**src/rtl/cmd_serializer.sv**
```systemverilog
// SPI mode-0 master that shifts one parallel command out MSB-first in a single cs_n frame.
// Optional abort support is enabled by defining CMDSER_ABORT_EN (adds abort/aborted ports).
module cmd_serializer #(
  parameter int ADDRW   = 24,
  parameter int OPCODEW = 2,
  parameter int CLKDIV  = 4
) (
  input  logic               clk,
  input  logic               rst_n,
  input  logic               cmd_valid,
  output logic               cmd_ready,
  input  logic               cmd_vbit,
  input  logic [OPCODEW-1:0] cmd_opcode,
  input  logic [ADDRW-1:0]   cmd_key_addr,
  input  logic [ADDRW-1:0]   cmd_text_addr,
  input  logic [ADDRW-1:0]   cmd_dest_addr,
`ifdef CMDSER_ABORT_EN
  input  logic               abort,
  output logic               aborted,
`endif
  output logic               spi_clk,
  output logic               cs_n,
  output logic               mosi,
  output logic               busy,
  output logic               done
);

  localparam int FRAMEW = 1 + OPCODEW + 3 * ADDRW;
  localparam int BITW   = $clog2(FRAMEW + 1);
  localparam int DIVW   = 8;
  localparam logic [DIVW-1:0] DIV_LAST = DIVW'(CLKDIV - 1);
  localparam logic [BITW-1:0] BIT_LAST = BITW'(FRAMEW - 1);

  typedef enum logic [2:0] {
    S_IDLE  = 3'd0,
    S_SETUP = 3'd1,
    S_HIGH  = 3'd2,
    S_LOW   = 3'd3,
    S_HOLD  = 3'd4,
    S_GAP   = 3'd5
  } state_t;

  state_t              state_r, base_s, state_s;
  logic [DIVW-1:0]     div_r, div_s;
  logic [BITW-1:0]     bit_r, bit_s;
  logic [FRAMEW-1:0]   sreg_r, sreg_s;
  logic                abrt_r, abrt_s;
  logic                accept_s, div_end_s, abort_go_s, shift_s;
  logic                cs_n_r, spi_clk_r, mosi_r, busy_r, done_r, ready_r;
  logic                cs_n_s, spi_clk_s, mosi_s, done_s;

  assign accept_s  = cmd_valid && (state_r == S_IDLE);
  assign div_end_s = (div_r == DIV_LAST);
  assign shift_s   = (state_r == S_HIGH) && (state_s == S_LOW);

`ifdef CMDSER_ABORT_EN
  logic aborted_r, aborted_s;
  assign abort_go_s = abort && (state_r != S_IDLE);
  assign aborted_s  = (state_r == S_GAP) && (state_s == S_IDLE) && abrt_r;
  assign aborted    = aborted_r;
`else
  assign abort_go_s = 1'b0;
`endif

  // State, counters, shift register and registered outputs
  always_ff @(posedge clk or negedge rst_n) begin
    if (!rst_n) begin
      state_r   <= S_IDLE;
      div_r     <= {DIVW{1'b0}};
      bit_r     <= {BITW{1'b0}};
      sreg_r    <= {FRAMEW{1'b0}};
      abrt_r    <= 1'b0;
      cs_n_r    <= 1'b1;
      spi_clk_r <= 1'b0;
      mosi_r    <= 1'b0;
      busy_r    <= 1'b0;
      done_r    <= 1'b0;
      ready_r   <= 1'b1;
`ifdef CMDSER_ABORT_EN
      aborted_r <= 1'b0;
`endif
    end else begin
      state_r   <= state_s;
      div_r     <= div_s;
      bit_r     <= bit_s;
      sreg_r    <= sreg_s;
      abrt_r    <= abrt_s;
      cs_n_r    <= cs_n_s;
      spi_clk_r <= spi_clk_s;
      mosi_r    <= mosi_s;
      busy_r    <= (state_s != S_IDLE);
      done_r    <= done_s;
      ready_r   <= (state_s == S_IDLE);
`ifdef CMDSER_ABORT_EN
      aborted_r <= aborted_s;
`endif
    end
  end

  // Next-state decode; abort overrides the normal sequence
  always_comb begin
    base_s = state_r;
    case (state_r)
      S_IDLE:  if (cmd_valid) base_s = S_SETUP; else base_s = S_IDLE;
      S_SETUP: if (div_end_s) base_s = S_HIGH;  else base_s = S_SETUP;
      S_HIGH: begin
        if (div_end_s) base_s = (bit_r == BIT_LAST) ? S_HOLD : S_LOW;
        else           base_s = S_HIGH;
      end
      S_LOW:   if (div_end_s) base_s = S_HIGH;  else base_s = S_LOW;
      S_HOLD:  if (div_end_s) base_s = S_GAP;   else base_s = S_HOLD;
      S_GAP:   if (div_end_s) base_s = S_IDLE;  else base_s = S_GAP;
      default: base_s = S_IDLE;
    endcase
    state_s = abort_go_s ? S_GAP : base_s;
  end

  // Datapath: divider, bit counter, frame shift register, abort flag
  always_comb begin
    div_s  = div_r;
    bit_s  = bit_r;
    sreg_s = sreg_r;
    abrt_s = abrt_r;
    if ((state_s != state_r) || abort_go_s || (state_s == S_IDLE)) div_s = {DIVW{1'b0}};
    else                                                            div_s = div_r + DIVW'(1);
    if (accept_s) begin
      bit_s  = {BITW{1'b0}};
      sreg_s = {cmd_vbit, cmd_opcode, cmd_key_addr, cmd_text_addr, cmd_dest_addr};
    end else if (shift_s) begin
      bit_s  = bit_r + BITW'(1);
      sreg_s = {sreg_r[FRAMEW-2:0], 1'b0};
    end else begin
      bit_s  = bit_r;
      sreg_s = sreg_r;
    end
    if (abort_go_s)              abrt_s = 1'b1;
    else if (state_s == S_IDLE)  abrt_s = 1'b0;
    else                         abrt_s = abrt_r;
  end

  // Output decode from the next state so every output is registered
  always_comb begin
    cs_n_s = 1'b1;
    case (state_s)
      S_SETUP, S_HIGH, S_LOW, S_HOLD: cs_n_s = 1'b0;
      default:                        cs_n_s = 1'b1;
    endcase
    spi_clk_s = (state_s == S_HIGH);
    mosi_s    = cs_n_s ? 1'b0 : sreg_s[FRAMEW-1];
    done_s    = (state_r == S_GAP) && (state_s == S_IDLE) && !abrt_r;
  end

  assign cs_n      = cs_n_r;
  assign spi_clk   = spi_clk_r;
  assign mosi      = mosi_r;
  assign busy      = busy_r;
  assign done      = done_r;
  assign cmd_ready = ready_r;

endmodule

```
**config.mk**
```make
export PLATFORM = sky130hd
export DESIGN_NAME = cmd_serializer
export DESIGN_NICKNAME = d
export VERILOG_FILES = /design/src/rtl/cmd_serializer.sv
export SDC_FILE = /design/constraint.sdc
export NUM_CORES = 1
export LEC_CHECK = 0
export ABC_AREA = 1
export BUFFER_PORTS_ARGS = -buffer_cell sky130_fd_sc_hd__buf_2
export CORE_MARGIN = 1.5
export CORE_UTILIZATION = 45
export CTS_BUF_LIST = sky130_fd_sc_hd__clkbuf_4
export DETAILED_ROUTE_END_ITERATION = 7
export PLACE_DENSITY = 0.66
export REMOVE_ABC_BUFFERS = 1
export SLEW_MARGIN = 40
export SYNTH_ARGS = -nofsm -noshare
export SYNTH_HDL_FRONTEND = slang
export SYNTH_SLANG_ARGS = --single-unit
```
**constraint.sdc**
```tcl
create_clock -name clk -period 2.92 [get_ports clk]
set_input_delay 0.584 -clock clk [delete_from_list [all_inputs] [get_ports clk]]
set_output_delay 0.584 -clock clk [all_outputs]
set_load 0.02 [all_outputs]
```
==> impl_results.md <==
- Worst hold slack: about 100 ps
- Largest net degree at the start of global routing: between 70 and 80
- Final worst slack: 865.7 ps
- Die W: ~110 um
- Core box area: about 0.011 mm2
- Net count, final: approximately 640
- Final Total Pwr: between 2 and 2.5 mW
- Slew @ Worst Pin: between 700 and 800 ps
- Post-DP HPWL: 6.131 mm
- Hold Vio Cnt, Final: 0
- Core Rows: 38
- Via/cell ratio: about 5.0
- Final setup vio count: 0
- Synth Area in Compound Gates: 0.2289
- Placed Cells: about 690
- Power per cell area: about 370 mW/mm2
- Post-synthesis simple-gate area fraction: 0.1395
- Wire per inst: about 13 um
- DIE HEIGHT: around 110 um
- Root Driver: clkbuf_4
- Worst path required time: 3260 ps
- Worst vdd ir: roughly 0.00016 V
- Worst rel slew slack: 0.4821
- Layout Area Growth over Synthesis: 12.15%
- Min cycle time layout: ~2100 ps
- Vias: around 3.5k
- Post-synth top area cell: dfrtp_1
- Antenna violations before repair: 0
- CTS buffer count: 9
- #FFs+latches synth: 99
- Worst R2R Path Depth: 7
- Outcome: finished, final reports clean
- Final Max Slew Viols: 0
- Drt first pass iters: 4
- Post-synth top area share: 0.4832
- Max FO, Critical Path: 36
- IO Pins: 84
- Worst hold path class: primary input to async pin
- Setup slack at placement: between 800 and 900 ps
- # diodes: 0
- Main combinational cell family by area after synthesis: compound AO/OA/AOI/OAI gates
- Post-cts sizing count: 0
- DRT Wirelength: 9.197 mm
- Setup_tns: 0 ps
- Clk sink count: roughly 100
- Fraction of layout cells with a size suffix above 1: 0.3470
- Sequential element share of the synthesized area: 0.4936
- Critical path endpoint category: flop
- Global route overflow: 0
- P_leak: 2.642 nW
- XOR/XNOR Fraction of Synth Area: 0.01743
- Worst skew pair latency: around 460 ps
- Number of distinct library cells after synthesis: 30
- Design Area, Final: 0.005634 mm2
- Max-Cap Viols: 0
- Max clock buf depth: 2
- Fin util: 0.5197
- Worst setup SP type: flop
- CP Class: flop to flop
- Port Buffers: slightly above 80
- Clk_skew: around 19 ps
- Total number of H-tree levels: 3
- Count of hold-fix buffers inserted at cts: 0
- GRT Overall Usage: 0.1752
- Post-Layout Cell Count: between 700 and 800
- Mapped Avg Cell Area: approximately 10 um2
- Setup Fix Bufs, Post-CTS: 0
- F_max: about 500 MHz
- Initial DRC count: approximately 130
- Total placed instance area: about 0.0055 mm2
- CTS tree: done
- Die area: approximately 0.012 mm2
- Mux contribution to synthesized area: 0
- Clock transition at path regs: approximately 140 ps
- Adder-Cell Fraction of Synth Area: 0.007472
- Synth warnings: 0
- ANT nets after route: 0
- Remaining routing DRC violations: 0
- Cell count after synthesis: about 480
- WP data arrival: ~2400 ps
- RSZ-0062 raised after global routing: false
- First-pass GRT wire length: approximately 16 mm
- Synthesized cell area: approximately 0.005 mm2
- Synth top area cells: dfrtp_1 48%, o221ai_2 19%, nand2_1 8.1%
- Vias in the first global route: approximately 3.6k
- GPL Wtd Cong: slightly below 0.8
- Initial core utilization: 0.4634
- Fin crit share: 0.7035
-- flip-flops by register name, summed over array words and instances (netlist names) --
| register | cells |
|---|---|
| spi_clk | 1 |
| busy | 1 |
| done | 1 |
| cs_n | 1 |
| cmd_ready | 1 |
| state_r | 3 |
| mosi | 1 |
| bit_r | 7 |
| div_r | 8 |
| sreg_r | 75 |
-- synthesized netlist by cell type --
library cell / n
a21oi_1: 3
a21oi_2: 1
and3_1: 1
buf_2: 10
buf_4: 2
buf_6: 10
clkbuf_1: 4
dfrtp_1: 97
dfstp_2: 2
ha_1: 3
inv_1: 95
inv_2: 5
nand2_1: 108
nand3_1: 10
nand3_2: 1
nand3_4: 2
nand3b_4: 1
nor2_1: 14
nor2_2: 10
nor2_4: 2
nor3_1: 4
nor3_4: 1
o21ai_0: 1
o21ai_1: 6
o21bai_1: 2
o221ai_1: 8
o221ai_2: 65
o31ai_1: 4
xnor2_1: 1
xor2_1: 9
-- routing by layer --
layer  global-route usage  part of all wire  up-vias
met5                    0                 0        -
met1               0.2355              0.47     1686
met4              0.05921             0.014        0
li1                     -                 -     1757
met2               0.2785              0.48       72
met3              0.04184             0.041        8
-- critical path, stage by stage, from the launching register on --
cell,delay (ps)
dfrtp_1,400
ha_1,250
nand3_2,140
nor2_4,160
nand3b_4,110
nand2_4,440
buf_4,330
o221ai_2,110
-- worst paths after layout --
kind	slack [ps]	end	from
max in group asynchronous	2110	cs_n	rst_n
min reg2reg	470	div_r[0]	div_r[0]
min in group clk	320	sreg_r[42]	cmd_text_addr[18]
max	870	sreg_r[27]	div_r[0]
max reg2reg	870	sreg_r[27]	div_r[0]
min	100	busy	rst_n
-- cell usage in the layout, fill, tap and decap left out, types with 2 or more instances in the layout --
cell type / count
buf_12: 3
nand2_1: 107
nor2_4: 2
inv_1: 95
clkbuf_4: 13
dfstp_2: 2
o21bai_1: 2
o221ai_2: 65
buf_4: 5
nor2_2: 10
nor3_1: 4
buf_2: 82
o31ai_1: 4
nand3_1: 10
nor2_1: 14
clkinv_1: 2
o221ai_1: 8
nand3_4: 2
a21oi_1: 3
inv_2: 5
ha_1: 3
xor2_1: 9
o21ai_1: 6
dfrtp_1: 97
-- area by class of cell --
cell class / instances / area (um2)
Clock buffer: 13 / 97.59
Fill cell: 1006 / 5206
Clock inverter: 3 / 15.01
Tap cell: 140 / 175.2
Timing Repair Buffer: 90 / 508.0
Inverter: 100 / 375.4
Sequential cell: 99 / 2480
Multi-Input combinational cell: 257 / 1983
-- report_power, final --
part | total (mW) | internal (mW) | switching (mW)
Combinational | 0.0822 | 0.0388 | 0.0434
Sequential | 1.37 | 1.37 | 0
Clock | 0.636 | 0.209 | 0.427
-- logic make-up (layout without fill, tap and decap cells) --
| family | count (synthesis) | in the layout |
|---|---|---|
| AND/OR/NAND/NOR | 154 | 154 |
| flip-flops | 99 | 99 |
| adder cells (fa/ha/maj) | 3 | 3 |
| XOR/XNOR | 10 | 10 |
| AO/OA/AOI/OAI | 90 | 90 |
| buffers and inverters | 126 | 206 |
No activity file was read; power rests on OpenSTA's default activity.
